File: config.mk
export PLATFORM = sky130hd
export DESIGN_NAME = if_fetch
export DESIGN_NICKNAME = d
export VERILOG_FILES = /design/src/rtl/if_fetch.sv
export SDC_FILE = /design/constraint.sdc
export NUM_CORES = 1
export LEC_CHECK = 0
export BUFFER_PORTS_ARGS = -buffer_cell sky130_fd_sc_hd__buf_4
export CAP_MARGIN = 5
export CORE_AREA = 2 2 98 172
export CTS_CLUSTER_SIZE = 10
export DETAILED_ROUTE_END_ITERATION = 10
export DIE_AREA = 0 0 100 174
export PLACE_DENSITY = 0.75
export SYNTH_ARGS = -nofsm -noshare
export SYNTH_HDL_FRONTEND = slang
export SYNTH_SLANG_ARGS = --single-unit
export TNS_END_PERCENT = 10
File: constraint.sdc
create_clock -name clk -period 5.9 [get_ports clk]
set_input_delay 0.59 -clock clk [delete_from_list [all_inputs] [get_ports clk]]
set_output_delay 0.59 -clock clk [all_outputs]
set_load 0.02 [all_outputs]
File: src/rtl/if_fetch.sv
// Instruction fetch stage: issues in-order reads for the PC presented by the
// PC register, pairs each response with its address in a small FIFO for
// decode, drops stale responses after a jump, and holds the PC whenever an
// address is not accepted by memory.
module if_fetch #(
  parameter int unsigned FIFO_DEPTH = 2,
  parameter logic [31:0] NOP_INST   = 32'h0000_0013
) (
  input  logic        clk,
  input  logic        rst,
  input  logic [31:0] pc_i,
  input  logic        jump_en,
  output logic        pc_hold_o,
  output logic        req_valid_o,
  input  logic        req_ready_i,
  output logic [31:0] req_addr_o,
  input  logic        rsp_valid_i,
  input  logic [31:0] rsp_data_i,
  output logic        inst_valid_o,
  input  logic        inst_ready_i,
  output logic [31:0] inst_o,
  output logic [31:0] inst_addr_o
);

  localparam int unsigned AW  = $clog2(FIFO_DEPTH);
  localparam int unsigned CW  = $clog2(FIFO_DEPTH + 1);
  localparam int unsigned CSW = CW + 1;

  logic [CW-1:0] out_cnt_q,  out_cnt_d;
  logic [CW-1:0] drop_cnt_q, drop_cnt_d;
  logic [CW-1:0] fifo_cnt_q, fifo_cnt_d;

  logic [AW-1:0] awr_ptr_q, awr_ptr_d, ard_ptr_q, ard_ptr_d;
  logic [AW-1:0] iwr_ptr_q, iwr_ptr_d, ird_ptr_q, ird_ptr_d;

  logic [31:0] addr_mem_q  [FIFO_DEPTH];
  logic [31:0] inst_mem_q  [FIFO_DEPTH];
  logic [31:0] iaddr_mem_q [FIFO_DEPTH];

  logic           fire, pop, rsp_take, rsp_drop, push;
  logic [CSW-1:0] credit_used;

  // Request side: credits cover outstanding plus buffered fetches, so a
  // response always finds room in the instruction FIFO.
  assign pop         = inst_valid_o && inst_ready_i && !jump_en;
  assign credit_used = {1'b0, out_cnt_q} + {1'b0, fifo_cnt_q} - CSW'(pop);
  assign req_valid_o = rst && !jump_en && (credit_used < CSW'(FIFO_DEPTH));
  assign fire        = req_valid_o && req_ready_i;
  assign pc_hold_o   = !fire;
  assign req_addr_o  = pc_i & ~32'h3;

  // Response side: responses with nothing outstanding are ignored; a flush
  // discards the response arriving in the same cycle.
  assign rsp_take = rsp_valid_i && (out_cnt_q != '0);
  assign rsp_drop = rsp_take && ((drop_cnt_q != '0) || jump_en);
  assign push     = rsp_take && !rsp_drop;

  assign inst_valid_o = (fifo_cnt_q != '0);
  assign inst_o       = inst_valid_o ? inst_mem_q[ird_ptr_q]  : NOP_INST;
  assign inst_addr_o  = inst_valid_o ? iaddr_mem_q[ird_ptr_q] : 32'h0;

  // Next-state for counters and pointers, including flush handling.
  always_comb begin
    out_cnt_d  = out_cnt_q + CW'(fire) - CW'(rsp_take);
    drop_cnt_d = drop_cnt_q - CW'(rsp_take && (drop_cnt_q != '0));
    fifo_cnt_d = fifo_cnt_q + CW'(push) - CW'(pop);
    awr_ptr_d  = awr_ptr_q + AW'(fire);
    ard_ptr_d  = ard_ptr_q + AW'(rsp_take);
    iwr_ptr_d  = iwr_ptr_q + AW'(push);
    ird_ptr_d  = ird_ptr_q + AW'(pop);
    if (jump_en) begin
      // Everything still in flight after this cycle's response is stale.
      drop_cnt_d = out_cnt_q - CW'(rsp_take);
      fifo_cnt_d = '0;
      iwr_ptr_d  = '0;
      ird_ptr_d  = '0;
    end
  end

  // Counter and pointer registers with synchronous active-low reset.
  always_ff @(posedge clk) begin
    if (!rst) begin
      out_cnt_q  <= '0;
      drop_cnt_q <= '0;
      fifo_cnt_q <= '0;
      awr_ptr_q  <= '0;
      ard_ptr_q  <= '0;
      iwr_ptr_q  <= '0;
      ird_ptr_q  <= '0;
    end else begin
      out_cnt_q  <= out_cnt_d;
      drop_cnt_q <= drop_cnt_d;
      fifo_cnt_q <= fifo_cnt_d;
      awr_ptr_q  <= awr_ptr_d;
      ard_ptr_q  <= ard_ptr_d;
      iwr_ptr_q  <= iwr_ptr_d;
      ird_ptr_q  <= ird_ptr_d;
    end
  end

  // FIFO storage; contents are qualified by the counters so need no reset.
  always_ff @(posedge clk) begin
    if (rst && fire) begin
      addr_mem_q[awr_ptr_q] <= req_addr_o;
    end
    if (rst && push) begin
      inst_mem_q[iwr_ptr_q]  <= rsp_data_i;
      iaddr_mem_q[iwr_ptr_q] <= addr_mem_q[ard_ptr_q];
    end
  end

endmodule
==> load_flow_metrics.sql, run 1 <==
INSERT INTO impl_metrics (metric_group, metric, value, unit) VALUES
('worst_setup_path', 'worst_setup_path_start_kind', 'flop', ''),
('cells_and_area', 'area_growth_syn_to_layout', '23.45', '%'),
('floorplanning', 'start_util', '47.85', '%'),
('logic_synthesis', 'ys.warnings.count', '0', ''),
('global_route', 'grt_usage', '16.15', '%'),
('cts', 'cts_resized', '0', ''),
('detailed_routing', 'drt_iter0_drc', '158', ''),
('global_route', 'grt_pass1_wl', '21160', 'µm'),
('cells_and_area', 'multi_input_comb_area', '0.001637', 'mm²'),
('detailed_routing', 'routed_wirelength', '13310', 'µm'),
('floorplanning', 'dieArea', '0.01740', 'mm²'),
('cts', 'count_of_clock_tree_sinks', '195', ''),
('placement', 'io_buffers', '162', ''),
('cells_and_area', 'seqCellArea', '0.005749', 'mm²'),
('cts', 'max-clock-path-buffers', '2', ''),
('detailed_routing', 'detail_route.wl_per_cell', '16.46', 'µm'),
('logic_synthesis', 'ys_ff_latch', '195', ''),
('worst_setup_path', 'path_cells', 'inv_1, nor4b_1, o21ai_0, fa_1, xor2_1, nand4_1, buf_4', ''),
('worst_setup_path', 'critPathCaptureType', 'output pin', ''),
('logic_synthesis', 'sequential_area_share_after_synthesis', '74.41', '%'),
('sta', 'grt_setup_unrepaired', 'no', ''),
('outcome', 'run_status', 'complete, no violations', ''),
('logic_synthesis', 'netlist_area', '0.007721', 'mm²'),
('cts', 'h-tree-depth', '4', ''),
('floorplanning', 'ioPinCount', '169', ''),
('sta', 'period_minus_slack', '3.360', 'ns'),
('floorplanning', 'floorplan.core_area', '0.01614', 'mm²'),
('cts', 'clock_tree.root_cell', 'sky130_fd_sc_hd__clkbuf_16', ''),
('cts', 'clock_tree_from_tritoncts', 'yes', ''),
('floorplanning', 'die_h', '174', 'µm'),
('sta', 'maxSlewViolCount', '0', ''),
('cells_and_area', 'drive_gt1_share', '38.41', '%'),
('logic_synthesis', 'post_synth_num_cell_types', '30', ''),
('worst_setup_path', 'cp_slowest_stage_delay', '0.47', 'ns'),
('global_route', 'global_route.overflow_total', '0', ''),
('power', 'cellLeakagePower', '3.434', 'nW'),
('logic_synthesis', 'post-synth-top-area-fraction', '71.56', '%'),
('worst_setup_path', 'cp_slowest_cell', 'sky130_fd_sc_hd__nor4b_1', ''),
('floorplanning', 'die_width', '100', 'µm'),
('detailed_routing', 'drc_errors', '0', ''),
('floorplanning', 'placement_rows', '62', ''),
('cells_and_area', 'filler_instances', '1207', ''),
('global_route', 'largest_net_degree_at_the_start_of_global_routing', '45', ''),
('job', 'max_cap_violations', '0', ''),
('sta', 'timing.final.setup_violations', '0', ''),
('sta', 'finClkSkew', '0.01008', 'ns'),
('sta', 'final-hold-violation-count', '0', ''),
('sta', 'fmaxAchievable', '297.6', 'MHz'),
('power', 'power.density_cell_area', '336.6', 'mW/mm²'),
('cells_and_area', 'fin_util', '59.07', '%'),
('cts', 'clkLatencyLatePin', '0.43', 'ns'),
('global_route', 'grt_pass1_vias', '4311', ''),
('placement', 'routabilityCongestion', '0.7732', ''),
('logic_synthesis', 'number_of_enable_flip_flop_cells_after_synthesis', '184', ''),
('detailed_routing', 'routed-via-count', '4085', ''),
('logic_synthesis', 'post_synth_main_area_contributors', 'sky130_fd_sc_hd__edfxtp_1, sky130_fd_sc_hd__mux2i_1, sky130_fd_sc_hd__mux2_2', ''),
('cells_and_area', 'layout.cell_area.non_filler', '0.009532', 'mm²'),
('cts', 'cts.reportedPaths.clkPinSlew', '0.07', 'ns'),
('global_route', 'grt_antenna_before_repair', '0', ''),
('worst_hold_path', 'timing.hold.worst.class', 'input pin to flop', ''),
('logic_synthesis', 'async_flop_share', '0', '%'),
('cells_and_area', 'final_common_cell', 'sky130_fd_sc_hd__edfxtp_1', ''),
('logic_synthesis', 'post_synth_inst_count', '464', ''),
('logic_synthesis', 'post_synth.cell_area_avg', '16.64', 'µm²'),
('worst_setup_path', 'timing.critical_path.required', '5.31', 'ns'),
('detailed_routing', 'drtPass1Iterations', '4', ''),
('power', 'peak_supply_drop', '0.2559', 'mV'),
('detailed_routing', 'via_per_inst', '5.049', ''),
('cts', 'post-cts-setup-buffer-count', '0', ''),
('sta', 'min_period_over_period', '56.95', '%'),
('placement', 'detailed_place_hpwl', '9036', 'µm');
metrics by stage:
| step | total power [mW] | setup slack, ns | hold slack [ns] | cells |
|---|---|---|---|---|
| 6_report | 3.208 | 2.540 | 0.3446 | 809 |
| 4_1_cts | 3.243 | 2.487 | 0.3297 | 809 |
| 3_3_place_gp | 2.073 | 2.555 | 0.5422 | 778 |
| 2_1_floorplan | 1.958 | 0.2067 | 0.5224 | 467 |
| 5_1_grt | 3.335 | 2.331 | 0.3248 | 809 |
| 3_5_place_dp | 2.093 | 2.372 | 0.5482 | 778 |
worst paths after layout:
| kind | slack, ns | cells past startpoint | end | start |
|---|---|---|---|---|
| max | 2.54 | 7 | pc_hold_o | fifo_cnt_q[1] |
| min | 0.34 | 1 | inst_mem_q[0][6] | rsp_data_i[6] |
| max reg2reg | 2.63 | 7 | addr_mem_q[0][6] | fifo_cnt_q[1] |
| min reg2reg | 0.57 | 1 | iaddr_mem_q[1][30] | addr_mem_q[0][28] |
Yosys cell counts (3+ instances only):
cell type,n
sky130_fd_sc_hd__mux2_2,30
sky130_fd_sc_hd__dfxtp_1,11
sky130_fd_sc_hd__and2_1,6
sky130_fd_sc_hd__buf_2,12
sky130_fd_sc_hd__clkbuf_1,4
sky130_fd_sc_hd__nand2_1,9
sky130_fd_sc_hd__xnor2_1,7
sky130_fd_sc_hd__and3_1,3
sky130_fd_sc_hd__mux2i_1,65
sky130_fd_sc_hd__ha_1,6
sky130_fd_sc_hd__nor2_1,66
sky130_fd_sc_hd__inv_1,9
sky130_fd_sc_hd__buf_4,34
sky130_fd_sc_hd__edfxtp_1,184
power breakdown:
part	leakage, nW	total (mW)	switching [mW]	internal [mW]
combinational	1.39	0.412	0.220	0.193
clock	0.291	1.15	0.511	0.638
sequential	1.75	1.65	0.0258	1.62
flip-flops by register name, indices dropped and copies added, names as in the netlist, named ones only:
signal       count
inst_mem_q      64
addr_mem_q      60
iaddr_mem_q     60
drop_cnt_q       2
fifo_cnt_q       2
out_cnt_q        2
ard_ptr_q        1
awr_ptr_q        1
ird_ptr_q        1
iwr_ptr_q        1
layer usage:
layer / vias up / wire length [µm] / track usage, %
li1: 1933 / - / -
met1: 1975 / 4627 / 15.66
met2: 146 / 7634 / 30.63
met3: 31 / 626 / 3.820
met4: 0 / 425 / 8.390
met5: - / 0 / 0
cells by family (layout without fill, tap and decap cells):
group	count (synthesis)	after routing	share of synthesized area, %
simple gates	92	92	5.040
mux	95	95	12.80
flops	195	195	74.41
xor+xnor	9	9	1.021
other cells	1	4	0.04857
buf+inv	60	210	4.861
fa+ha+maj	7	7	1.232
compound gates	5	5	0.5835
worst max-delay path: cells and delay by family, from the launching register on:
family          cells  cell delay (ns)
fa+ha+maj           1             0.42
flops               1             0.43
compound gates      1             0.20
simple gates        2             0.73
buf+inv             2             0.35
xor+xnor            1             0.21
area by class of cell:
class,count,area share (%)
multi-input combinational,212,17.17
sequential,195,60.32
clock inverter,14,1.785
inverter,9,0.3544
clock buffer,17,4.463
tap,192,2.520
timing repair buffer,170,13.39
(Power assumes the default switching activity.)
==> run 2, diff against run 1 <==
ABC_AREA = 1   (was unset)
CORE_AREA = 2 2 99 172   (was 2 2 98 172)
DIE_AREA = 0 0 101 174   (was 0 0 100 174)
PLACE_DENSITY = 0.74   (was 0.75)
clock period = 2.91 ns   (was 5.9 ns; I/O delays follow)
==> run 2 against run 1 <==
Sequential share of layout area is 0.64 points lower. Non-clock buffer count is 3 higher. Final area is 1.2% higher. Clock skew is 0.0028 ns higher. Via count is 12% higher. Highest routed layer unchanged. Cell count is 11% higher. Global-route usage is 1.3 points higher. Register-to-register slack worse by 2.5 ns. Largest power group unchanged.
==> load_flow_metrics.sql, run 2 <==
INSERT INTO impl_metrics (metric_group, metric, value, unit) VALUES
('detailed_routing', 'routed-via-count', '4593', ''),
('placement', 'instance_count_after_placement_with_tap_cells_included', '868', ''),
('power', 'power.density_cell_area', '690.3', 'mW/mm²'),
('worst_setup_path', 'crit_type', 'flop to flop', ''),
('floorplanning', 'floorplan.core_area', '0.01629', 'mm²'),
('sta', 'grt_setup_unrepaired', 'no', ''),
('cells_and_area', 'fin_util', '59.19', '%'),
('job', 'max_cap_violations', '0', ''),
('cts', 'clock_tree_from_tritoncts', 'yes', ''),
('floorplanning', 'start_util', '47.53', '%'),
('logic_synthesis', 'number_of_enable_flip_flop_cells_after_synthesis', '184', ''),
('cts', 'cts.hold.buffers_added', '0', ''),
('cells_and_area', 'final_common_cell', 'sky130_fd_sc_hd__edfxtp_1', ''),
('worst_setup_path', 'timing.critical_path.required', '3.23', 'ns'),
('logic_synthesis', 'ys.flop_type', 'sky130_fd_sc_hd__edfxtp_1', ''),
('cts', 'h-tree-depth', '4', ''),
('detailed_routing', 'drt_iter0_drc', '253', ''),
('cts', 'post-cts-setup-buffer-count', '0', ''),
('cells_and_area', 'max_flop_register', 'inst_mem_q', ''),
('sta', 'maxSlewViolCount', '0', ''),
('sta', 'worst_slew_margin_rel', '54.29', '%'),
('cts', 'cts_buffer_count', '17', ''),
('sta', 'worst_pin_slew', '0.6857', 'ns'),
('cts', 'max-clock-path-buffers', '2', ''),
('logic_synthesis', 'post_synth.cell_area_avg', '13.93', 'µm²'),
('sta', 'timing.final.setup_violations', '0', ''),
('cts', 'cts.reportedPaths.clkPinSlew', '0.07', 'ns'),
('global_route', 'global_route.overflow_total', '0', ''),
('logic_synthesis', 'ys.warnings.count', '0', ''),
('cells_and_area', 'largest_registers', 'inst_mem_q x64, addr_mem_q x60, iaddr_mem_q x60', ''),
('cells_and_area', 'antenna_cells_inserted', '0', ''),
('detailed_routing', 'drtPass1Iterations', '4', ''),
('detailed_routing', 'antenna_left', '0', ''),
('cells_and_area', 'largest_reg_flops', '64', ''),
('detailed_routing', 'via_per_inst', '5.103', ''),
('power', 'peak_supply_drop', '0.3472', 'mV'),
('outcome', 'run_status', 'complete, no violations', ''),
('sta', 'period_minus_slack', '2.777', 'ns'),
('worst_setup_path', 'path_cells', 'nor2_4, nor2_2, inv_1, o21ai_1, nand3_1, fa_1, inv_1, nor2_4, nand3_2, ha_1, inv_1, ha_1, xnor2_2, o21ai_0, a21oi_1', ''),
('detailed_routing', 'routed_wirelength', '14880', 'µm'),
('floorplanning', 'die_h', '174', 'µm'),
('cells_and_area', 'final_cell_mix', 'sky130_fd_sc_hd__edfxtp_1, sky130_fd_sc_hd__buf_4, sky130_fd_sc_hd__nand2_1, sky130_fd_sc_hd__a21oi_1, sky130_fd_sc_hd__mux2_2', ''),
('logic_synthesis', 'ys_ff_latch', '195', ''),
('logic_synthesis', 'netlist_area', '0.007744', 'mm²'),
('logic_synthesis', 'synth_compound_area_share', '4.460', '%'),
('sta', 'fmaxAchievable', '360.1', 'MHz'),
('cells_and_area', 'drive_gt1_share', '36.02', '%'),
('sta', 'finClkSkew', '0.01285', 'ns'),
('logic_synthesis', 'yosys.cell_count.top_type', 'sky130_fd_sc_hd__edfxtp_1', ''),
('cells_and_area', 'area_growth_syn_to_layout', '24.53', '%'),
('worst_setup_path', 'critPathArrivalTime', '3.10', 'ns'),
('worst_hold_path', 'timing.hold.worst.class', 'input pin to flop', ''),
('worst_setup_path', 'cp_slowest_cell', 'sky130_fd_sc_hd__fa_1', ''),
('global_route', 'grt_pass1_wl', '23350', 'µm'),
('logic_synthesis', 'post_synth_main_area_contributors', 'sky130_fd_sc_hd__edfxtp_1, sky130_fd_sc_hd__nand2_1, sky130_fd_sc_hd__mux2_2', ''),
('logic_synthesis', 'sequential_area_share_after_synthesis', '74.20', '%'),
('worst_setup_path', 'sum_of_buffers_and_inverters_on_the_critical_path', '3', ''),
('floorplanning', 'dieArea', '0.01757', 'mm²'),
('floorplanning', 'die_width', '101', 'µm'),
('placement', 'routabilityCongestion', '0.8160', ''),
('power', 'cellLeakagePower', '3.713', 'nW'),
('worst_setup_path', 'worst_path_most_repeated_cell', 'sky130_fd_sc_hd__inv_1', ''),
('cts', 'count_of_clock_tree_sinks', '195', ''),
('logic_synthesis', 'post-synth-top-area-fraction', '71.35', '%'),
('worst_setup_path', 'crit_fanout', '5', ''),
('logic_synthesis', 'synth.largest_area_cell', 'sky130_fd_sc_hd__edfxtp_1', ''),
('logic_synthesis', 'synth.cells.most_frequent', 'sky130_fd_sc_hd__edfxtp_1, sky130_fd_sc_hd__nand2_1, sky130_fd_sc_hd__a21oi_1, sky130_fd_sc_hd__buf_4, sky130_fd_sc_hd__mux2_2', ''),
('worst_setup_path', 'cp_slowest_stage_delay', '0.53', 'ns'),
('global_route', 'grt_usage', '17.46', '%'),
('logic_synthesis', 'main_combinational_cell_family_by_area_after_synthesis', 'simple AND/OR/NAND/NOR gates', ''),
('worst_setup_path', 'critPathCaptureType', 'flop', ''),
('placement', 'io_buffers', '162', ''),
('logic_synthesis', 'post_synth_num_cell_types', '25', ''),
('logic_synthesis', 'yosys-mux-area-fraction', '4.363', '%'),
('floorplanning', 'ioPinCount', '169', ''),
('global_route', 'grt_antenna_before_repair', '0', ''),
('sta', 'final-hold-violation-count', '0', ''),
('floorplanning', 'placement_rows', '62', ''),
('detailed_routing', 'detail_route.wl_per_cell', '16.53', 'µm'),
('logic_synthesis', 'synth-simple-area-share', '9.016', '%'),
('sta', 'min_period_over_period', '95.43', '%'),
('detailed_routing', 'drc_errors', '0', ''),
('cells_and_area', 'final_cell_count_no_fill', '900', ''),
('logic_synthesis', 'post_synth_inst_count', '556', ''),
('cells_and_area', 'fin_nets', '772', ''),
('logic_synthesis', 'synth-adder-area-share', '1.228', '%'),
('global_route', 'grt_pass1_vias', '4778', ''),
('logic_synthesis', 'synthesized_area_fraction_occupied_by_xor_and_xnor_cells', '0.5655', '%'),
('logic_synthesis', 'async_flop_share', '0', '%'),
('placement', 'detailed_place_hpwl', '10040', 'µm'),
('global_route', 'largest_net_degree_at_the_start_of_global_routing', '64', ''),
('cts', 'clkLatencyLatePin', '0.42', 'ns'),
('worst_setup_path', 'worst_setup_path_start_kind', 'flop', ''),
('cts', 'clock_tree.root_cell', 'sky130_fd_sc_hd__clkbuf_16', ''),
('worst_setup_path', 'crit_path_max_delay_family', 'adder cells', '');
## run 2: changes by cell type after synthesis, moves of 6 or more
| cell | delta |
|---|---|
| sky130_fd_sc_hd__nor2_1 | -58 |
| sky130_fd_sc_hd__and2_1 | -6 |
| sky130_fd_sc_hd__buf_4 | +6 |
| sky130_fd_sc_hd__mux2i_1 | -65 |
| sky130_fd_sc_hd__a21oi_1 | +65 |
| sky130_fd_sc_hd__nand2_1 | +134 |
| sky130_fd_sc_hd__nand3_1 | +6 |
| sky130_fd_sc_hd__inv_1 | +11 |
## run 2: final timing paths
path                       start                end  slack, ns  cells after the start
setup / recovery   fifo_cnt_q[0]       out_cnt_q[1]       0.13                     15
hold / removal    rsp_data_i[29]  inst_mem_q[0][29]       0.04                      1
hold reg to reg        iwr_ptr_q          iwr_ptr_q       0.48                      2
setup reg to reg   fifo_cnt_q[0]       out_cnt_q[1]       0.13                     15
## run 2: kinds of logic after synthesis
| logic type | after synthesis |
|---|---|
| XOR/XNOR | 5 |
| other | 1 |
| flip-flops | 195 |
| adder cells (fa/ha/maj) | 7 |
| AND/OR/NAND/NOR | 168 |
| multiplexers | 30 |
| buffers and inverters | 81 |
| AO/OA/AOI/OAI | 69 |
## run 2: worst register-to-register path: cells and delay by family (launching register included)
family	cells	cell delay [ns]
adders and majority gates	3	1.04
and+or+nand+nor	5	0.56
DFF	1	0.38
AOI/OAI and AO/OA	3	0.35
buffers and inverters	3	0.20
xor gates and xnor gates	1	0.14
## run 2: power breakdown
| group | switching (mW) | leakage, nW | total, mW | internal [mW] |
|---|---|---|---|---|
| clock network | 1.03 | 0.303 | 2.41 | 1.38 |
| logic | 0.521 | 1.66 | 0.926 | 0.405 |
| registers | 0.0440 | 1.75 | 3.32 | 3.28 |
## run 2: timing repair
item,CTS,global route
endpoints found under the setup margin,0,3
resized for setup,0,6
endpoints found under the hold margin,0,0
## run 2: metal layers
layer | track usage (%) | up-vias | wire (µm)
met1 | 17.79 | 2234 | 5174
met2 | 33.11 | 140 | 8589
li1 | - | 2187 | -
met5 | 0 | - | 0
met3 | 3.056 | 32 | 605
met4 | 8.559 | 0 | 506
## run 2: final cells by class
cell class | instances | area (µm²)
clock inverter | 15 | 196.4
inverter | 25 | 93.84
timing repair buffer | 173 | 1361
fill | 1270 | 6648
multi-input combinational | 283 | 1572
tap | 192 | 240.2
sequential | 195 | 5754
clock buffer | 17 | 425.4
## run 2: through the flow
stage	power [mW]	cell area, µm²	hold slack [ns]	TNS (ns)	setup slack, ns
4_1_cts	6.722	9625	0.03000	0	0.001894
2_1_floorplan	4.003	7769	0.3845	-15.52	-0.5173
3_3_place_gp	4.266	9004	0.4551	0	0.2539
6_report	6.657	9643	0.04260	0	0.1330
3_5_place_dp	4.309	9004	0.4635	0	0.01033
5_1_grt	6.947	9643	0.02411	0	0.01070
